### src/rtl/sha_nonce_dispatch.sv
// Nonce/time window generator for LANES parallel hashers, with delayed-hit rollback
// to the exact {time,nonce} that produced the hit and a small solution FIFO.
module sha_nonce_dispatch #(
    parameter int LANES      = 4,
    parameter int LATENCY    = 130,
    parameter int FIFO_DEPTH = 4
) (
    input  logic                  CLK,
    input  logic                  RST,
    input  logic                  load,
    input  logic [31:0]           time_in,
    input  logic [31:0]           nonce_in,
    output logic                  active,
    output logic [32*LANES-1:0]   lane_time,
    output logic [32*LANES-1:0]   lane_nonce,
    input  logic [LANES-1:0]      lane_hit,
    output logic                  sol_valid,
    input  logic                  sol_ready,
    output logic [31:0]           sol_time,
    output logic [31:0]           sol_nonce,
    output logic [3:0]            sol_lane,
    output logic [7:0]            drop_count
);

    localparam int WW = $clog2(LATENCY + 1);
    localparam int AW = $clog2(FIFO_DEPTH);
    localparam logic [WW-1:0] WARM_MAX = WW'(LATENCY);
    localparam logic [63:0]   ROLLBACK = 64'(LATENCY) * 64'(LANES);
    localparam logic [63:0]   STRIDE   = 64'(LANES);

    logic [63:0]   base;
    logic [WW-1:0] warm;

    logic [67:0]   mem [FIFO_DEPTH];
    logic [AW-1:0] wr_ptr;
    logic [AW-1:0] rd_ptr;
    logic [AW:0]   count;

    logic          qualified;
    logic          full;
    logic          push;
    logic          pop;
    logic [3:0]    hit_lane;
    logic [4:0]    hit_count;
    logic [4:0]    drop_inc;
    logic [8:0]    drop_sum;
    logic [63:0]   recovered;
    logic [67:0]   head;

    // Carry from nonce into time is resolved independently for every lane.
    for (genvar gi = 0; gi < LANES; gi++) begin : g_lane
        logic [63:0] lane_val;
        assign lane_val = base + 64'(gi);
        assign lane_time[32*gi +: 32]  = lane_val[63:32];
        assign lane_nonce[32*gi +: 32] = lane_val[31:0];
    end

    always_comb begin
        hit_lane  = '0;
        hit_count = '0;
        for (int i = LANES - 1; i >= 0; i--) begin
            if (lane_hit[i]) begin
                hit_lane = 4'(i);
            end
        end
        for (int i = 0; i < LANES; i++) begin
            hit_count = hit_count + 5'(lane_hit[i]);
        end
    end

    assign sol_valid = (count != '0);
    assign full      = (count == (AW + 1)'(FIFO_DEPTH));
    assign pop       = sol_valid && sol_ready;
    assign qualified = active && (warm == WARM_MAX) && !load && (|lane_hit);
    assign push      = qualified && (!full || pop);
    assign recovered = base - ROLLBACK + 64'(hit_lane);

    always_comb begin
        drop_inc = '0;
        if (qualified) begin
            drop_inc = push ? (hit_count - 5'd1) : hit_count;
        end
        drop_sum = 9'(drop_count) + 9'(drop_inc);
    end

    always_ff @(posedge CLK) begin
        if (RST) begin
            base       <= '0;
            warm       <= '0;
            active     <= 1'b0;
            drop_count <= '0;
            wr_ptr     <= '0;
            rd_ptr     <= '0;
            count      <= '0;
        end else begin
            if (load) begin
                base   <= {time_in, nonce_in};
                active <= 1'b1;
                warm   <= '0;
            end else if (active) begin
                base <= base + STRIDE;
                if (warm != WARM_MAX) begin
                    warm <= warm + WW'(1);
                end
            end

            drop_count <= drop_sum[8] ? 8'hFF : drop_sum[7:0];

            if (push) begin
                wr_ptr <= wr_ptr + AW'(1);
            end
            if (pop) begin
                rd_ptr <= rd_ptr + AW'(1);
            end
            case ({push, pop})
                2'b10:   count <= count + (AW + 1)'(1);
                2'b01:   count <= count - (AW + 1)'(1);
                default: count <= count;
            endcase
        end
    end

    // Storage needs no reset: entries are only visible while count is non-zero.
    always_ff @(posedge CLK) begin
        if (!RST && push) begin
            mem[wr_ptr] <= {hit_lane, recovered};
        end
    end

    assign head      = mem[rd_ptr];
    assign sol_lane  = sol_valid ? head[67:64] : 4'd0;
    assign sol_time  = sol_valid ? head[63:32] : 32'd0;
    assign sol_nonce = sol_valid ? head[31:0]  : 32'd0;

endmodule

### config.mk
export PLATFORM = sky130hd
export DESIGN_NAME = sha_nonce_dispatch
export DESIGN_NICKNAME = d
export VERILOG_FILES = /design/src/rtl/sha_nonce_dispatch.sv
export SDC_FILE = /design/constraint.sdc
export NUM_CORES = 1
export LEC_CHECK = 0
export ABC_CLOCK_PERIOD_IN_PS = 5100
export CAP_MARGIN = 10
export CELL_PAD_IN_SITES_DETAIL_PLACEMENT = 1
export CELL_PAD_IN_SITES_GLOBAL_PLACEMENT = 1
export CORE_MARGIN = 2
export CORE_UTILIZATION = 44
export DETAILED_ROUTE_END_ITERATION = 16
export GPL_TIMING_DRIVEN = 0
export PLACE_DENSITY = 0.86
export SYNTH_ARGS = -nofsm -noshare
export SYNTH_HDL_FRONTEND = slang
export SYNTH_SLANG_ARGS = --single-unit
export TNS_END_PERCENT = 50
### constraint.sdc
create_clock -name CLK -period 5.1 [get_ports CLK]
set_input_delay 0.51 -clock CLK [delete_from_list [all_inputs] [get_ports CLK]]
set_output_delay 0.51 -clock CLK [all_outputs]
set_load 0.03 [all_outputs]
# [After elaboration in Yosys (flattened, before gate mapping)]
# Memories as Yosys holds them, arrays and structs flattened. A register that Yosys moved wholly into a read port is not among the register bits.
# Index checks and enable logic that the tools add are counted.
[word_totals] register_bits=88 mem_bits_rw=272 input_bits=72 output_inout_bits=334 word_cells=62 mem_count=1
[memory_table] name="mem" words=4 width=68 rd=1 rd_clocked_by_memory_dff=1 write_ports=1 line="34" source="logic [67:0] mem [FIFO_DEPTH];"
[op_classes] addsub=16 eq_ne=5 n_mux=17 reduce_logical=16
[op_table] cell="$add 64x2->64 const B" count=2
[op_table] cell="$mux 64" count=2
[op_table] cell="$add 64x1->64 const B" count=1
[op_table] cell="$add 64x3->64 const B" count=1
[op_table] cell="$add 64x4->64" count=1
[op_table] cell="$mux 32" count=2
[op_table] cell="$sub 64x10->64 const B" count=1
[op_table] cell="$mux 4" count=4
[op_table] cell="$mux 5" count=2
[op_table] cell="$add 8x5->9" count=1
[op_table] cell="$add 8x1->8 const B" count=1
[op_table] cell="$eq 8x8->1 const B" count=1
[op_table] cell="$mux 8" count=1
[op_table] cell="$ne 8x8->1 const B" count=1
[op_table] cell="$logic_and 1x1->1" count=6
[op_table] cell="$mux 2" count=3
[op_table] cell="$pmux 3 s2" count=1
[op_table] cell="$sub 4x1->5 const B" count=1
[op_table] cell="$add 2x1->2 const B" count=2
[op_table] cell="$add 3x1->4" count=1
[op_table] cell="$reduce_bool 2->1" count=2
[op_table] cell="$reduce_or 4->1" count=1
[op_table] cell="$add 2x1->3" count=1
[op_table] cell="$add 3x1->3 const B" count=1
[op_table] cell="11 further kinds" count=14

# [Depth between registers and ports, before layout]
[depth] ltp_word=9 ltp_mapped=16 mapped_depth_nobuf=16

# [Worst setup path after synthesis]
# No wires, ideal clock.
[synth_timing] kind="input to register" from="input lane_hit[0]" to="memory mem[1][0] (enable)" arrival_time_ns=3.159 required_ns=4.669 setup_slack_ns=1.509 cell_stages=7 path_cell_list="inv_1 > ha_1 > or3b_2 > nand4_1 > nor2b_1 > clkbuf_1 > and3_1"
[synth_via] elab_chain_len=6
[synth_lines] item="from (decl)" line="16" source="input logic [LANES-1:0] lane_hit,"
[synth_lines] item="$reduce_or 4->1" line="74" source="assign qualified = active && (warm == WARM_MAX) && !load && (|lane_hit);"
[synth_lines] item="$logic_and 1x1->1" line="74"
[synth_lines] item="$logic_and 1x1->1" line="75" source="assign push = qualified && (!full || pop);"
[synth_lines] item="$logic_and 1x1->1" line="125" source="if (!RST && push) begin"
[synth_lines] item="$mux 1" line="125"
[synth_lines] item="$mux 1 (implied by the code)" line="126" source="mem[wr_ptr] <= {hit_lane, recovered};"
[synth_lines] item="to (decl)" line="34"
# No other way between the ends.

# [Final worst setup path]
[layout_timing] from="register base[37]" to="output lane_time[123]"
[layout_via] elab_chain_len=1
[layout_lines] item="from (decl)" line="31" source="logic [63:0] base;"
[layout_lines] item="from (signal assigned)" line="97" source="base <= {time_in, nonce_in};"
[layout_lines] item="from (signal assigned)" line="101" source="base <= base + STRIDE;"
[layout_lines] item="$add 64x2->64" line="53" source="assign lane_val = base + 64'(gi);"
[layout_lines] item="to (decl)" line="14" source="output logic [32*LANES-1:0] lane_time,"
# No other way between the ends.

==> results <==
## layout by cell type (no fill, tap or decap), drive strengths merged, types with 4 or more instances in the layout
master / count
clkdlybuf4s50: 401
edfxtp: 264
nor2: 158
xor2: 145
xnor2: 145
clkbuf: 130
nand2: 127
dfxtp: 90
buf: 78
and2: 76
nand4: 75
mux4: 66
nand3: 66
nor3: 63
nor4: 63
a21oi: 36
inv: 35
or3: 32
a211oi: 32
o21ai: 25
ha: 25
or4: 24
and3: 21
and4: 16
clkinv: 15
nand2b: 10
a311oi: 10
o211ai: 9
nor4b: 8
or2: 7
mux2i: 6
nor2b: 5
o31ai: 4
and4b: 4
a22oi: 4
fa: 4
## cell type report
| class | instances | area, um2 |
|---|---|---|
| fillers | 4872 | 18940 |
| multi-input cells | 1305 | 9787 |
| flip-flops and latches | 354 | 9729 |
| repair buffers | 413 | 4164 |
| clock buffers | 52 | 1045 |
| well taps | 600 | 750.7 |
| plain buffers | 144 | 616.8 |
| inverters | 38 | 146.4 |
| clock inverters | 15 | 97.59 |
| diodes | 2 | 5.005 |
## sequential cells by signal, summed over array words and instances (netlist names), named ones only
name / count
drop_count: 8
wr_ptr: 2
active: 1
warm: 8
base: 64
mem: 264
count: 3
rd_ptr: 2
## cells by family after synthesis
logic type | Yosys count
AOI/OAI and AO/OA | 145
muxes | 73
other | 1
buffers and inverters | 183
and+or+nand+nor | 766
DFF | 354
adders and majority gates | 29
xor gates and xnor gates | 290
## worst min-delay path, cell delays in order (launching register included)
cell and delay [ns]:
dfxtp_1 0.32, o21ai_0 0.08, a21oi_1 0.06
## worst paths after layout
check	startpoint	to	slack, ns
min reg2reg	warm[7]	warm[7]	0.50
max	base[37]	lane_time[123]	-0.03
max reg2reg	base[3]	mem[1][34]	1.07
min	warm[7]	warm[7]	0.50
## repair_timing
action                     4_1_cts  5_1_grt
pin swaps                        0        1
setup buffers                    3        0
gates resized for setup         11       10
setup endpoints to repair       54       19
## synth_stat cells, types with 6 or more instances
cell / n / area share (%)
and3_1: 21 / 0.65
o211ai_1: 9 / 0.34
xnor2_1: 145 / 6.3
buf_2: 29 / 0.72
and4_1: 16 / 0.69
and2_1: 76 / 2.4
xor2_1: 145 / 6.3
a311oi_1: 10 / 0.43
clkbuf_1: 78 / 1.5
or3_1: 32 / 0.99
nand2b_1: 10 / 0.31
buf_1: 28 / 0.52
nor4_2: 6 / 0.37
nor4_1: 53 / 1.6
a211oi_1: 32 / 1.2
o21ai_0: 25 / 0.62
buf_4: 9 / 0.34
mux4_2: 66 / 7.4
or4_1: 22 / 0.82
nand2_1: 126 / 2.3
nor4b_1: 7 / 0.30
a21oi_1: 36 / 0.89
mux2i_1: 6 / 0.30
inv_1: 34 / 0.63
nand3_1: 64 / 1.6
nand4_1: 70 / 2.2
nor3_1: 61 / 1.5
edfxtp_1: 264 / 39
nor2_1: 158 / 2.9
ha_1: 25 / 1.6
dfxtp_1: 90 / 8.9
or2_2: 7 / 0.22
## per-stage QoR
| step | hold WS, ns | TNS (ns) |
|---|---|---|
| 2_1_floorplan | 0.4534 | 0 |
| 3_3_place_gp | 0.4667 | -158.24 |
| 3_5_place_dp | 0.4822 | -0.1388 |
| 4_1_cts | 0.4857 | 0 |
| 5_1_grt | 0.5195 | -0.01230 |
| 6_report | 0.5029 | -0.03414 |
## power by group
part / internal (mW) / switching, mW / total, mW
clock: 1.48 / 1.19 / 2.68
sequential: 3.16 / 0.0714 / 3.23
combinational: 0.454 / 0.896 / 1.35
total: 5.10 / 2.16 / 7.26
## metal layers
layer | wire (um) | track usage (%) | up-vias
met2 | 42560 | 60.73 | 1407
met5 | 21 | 0 | -
met1 | 34510 | 49.05 | 9392
met4 | 5890 | 22.09 | 4
met3 | 11280 | 11.46 | 322
li1 | - | - | 7651
==> impl_metrics.yaml <==
status:
  status: "finished, violations left"
  violations: "negative setup slack"
floorplanning:
  dieArea_mm2: 0.04756
  die_w_um: 218.1
  start_util_pct: 44.53
  ios: 406
  fp.dieH_um: 218.1
  rows: 78
  core_mm2: 0.04528
setup_path:
  critPathKind: "reg -> out"
  crit_arrival_ns: 4.62
  max_stage_delay_ns: 0.72
  crit_path_top_delay_cell: "clkdlybuf4s50_1"
  path_buf_inv: 2
  path_delay_family: "simple AND/OR/NAND/NOR gates"
  reg2regPathDepth: 8
  cp_max_fo: 10
  required_ns: 4.59
  cp-start-kind: "register"
  endpoint_kind: "output port"
  cp_num_cells: 7
  worstPathCellList: "buf_2 -> nand4_1 -> nor4_4 -> nand3_1 -> nor2_1 -> xor2_1 -> clkdlybuf4s50_1"
synthesis:
  synth-edff-count: 264
  ys_ff_latch: 354
  synth_cell_types: 69
  synthAdderAreaFrac_pct: 1.948
  synth_mux_area_share_pct: 7.725
  ys.flop_type: "edfxtp_1"
  ys_seq_area_share_pct: 48.25
  syn_area_per_cell_um2: 10.95
  synth_top_family_by_area: "simple AND/OR/NAND/NOR gates"
  synth-compound-area-share_pct: 4.821
  syn_area_mm2: 0.02017
  synthXorXnorAreaFrac_pct: 12.60
  async_flop_share_pct: 0
  yosys.area_share.simple_pct: 20.88
  syn_inst: 1841
  yosys_warnings: 0
power:
  finalPower_mw: 7.258
  leakage_nw: 8.887
  pwr_density_cell_mw_per_mm2: 275.5
  vdd_drop_max_mv: 0.1871
cts:
  path_clk_slew_ns: 0.07
  clock_latency_ns: 0.58
  cts_tree: "yes"
  cts_hold_buf: 0
  htreeDepth: 2
  cts_buffers: 38
  cts-root-buf: "clkbuf_16"
  cts.sinks: 354
  clk_path_buf_depth: 3
timing:
  period_minus_slack_ns: 5.134
  final_hold_viol_count: 0
  rsz0062_at_grt: "yes"
  fmax_mhz: 194.8
  final-max-slew-violation-count: 0
  fin_skew_ns: 0.03415
  tightest_slew_ns: 1.306
  maxSlewHeadroom_pct: 12.97
  finalSetupViolations: 1
  setup_ws_ns: -0.03414
  fin_crit_sh_pct: 100.7
global_route:
  first_global_vias: 19240
  grtUsageTotal_pct: 39.19
  grt_max_degree: 37
  grt_pass1_wl_um: 133700
  grt-ovfl-total: 0
  antenna_found_initial: 4
routing:
  ant_nets: 0
  vias: 18780
  first_pass_iters: 6
  drc_errors: 0
  vias_per_cell: 6.424
  wl_um: 94260
  drt-initial-drc-count: 2226
  routedWlPerCell_um: 32.25
placed_design:
  dp.cells: 2851
  place_congestion: 0.9767
  portBuffers: 401
  dpl-instance-area_mm2: 0.02508
  hpwlAfterDp_um: 71910
  pre_cts_ws_ns: -0.07881
finish:
  layoutNonFillerInstCount: 2923
  area_delta_synth_final_pct: 30.63
  final_area_mm2: 0.02634
  drive_gt1_share_pct: 9.565
  nNetsFinal: 2395
  final_util_pct: 58.17
min_path:
  hold_path_class: "reg -> reg"
  hold_depth: 2
job:
  cap_viol_max_count: 0
(Power assumes the default switching activity.)
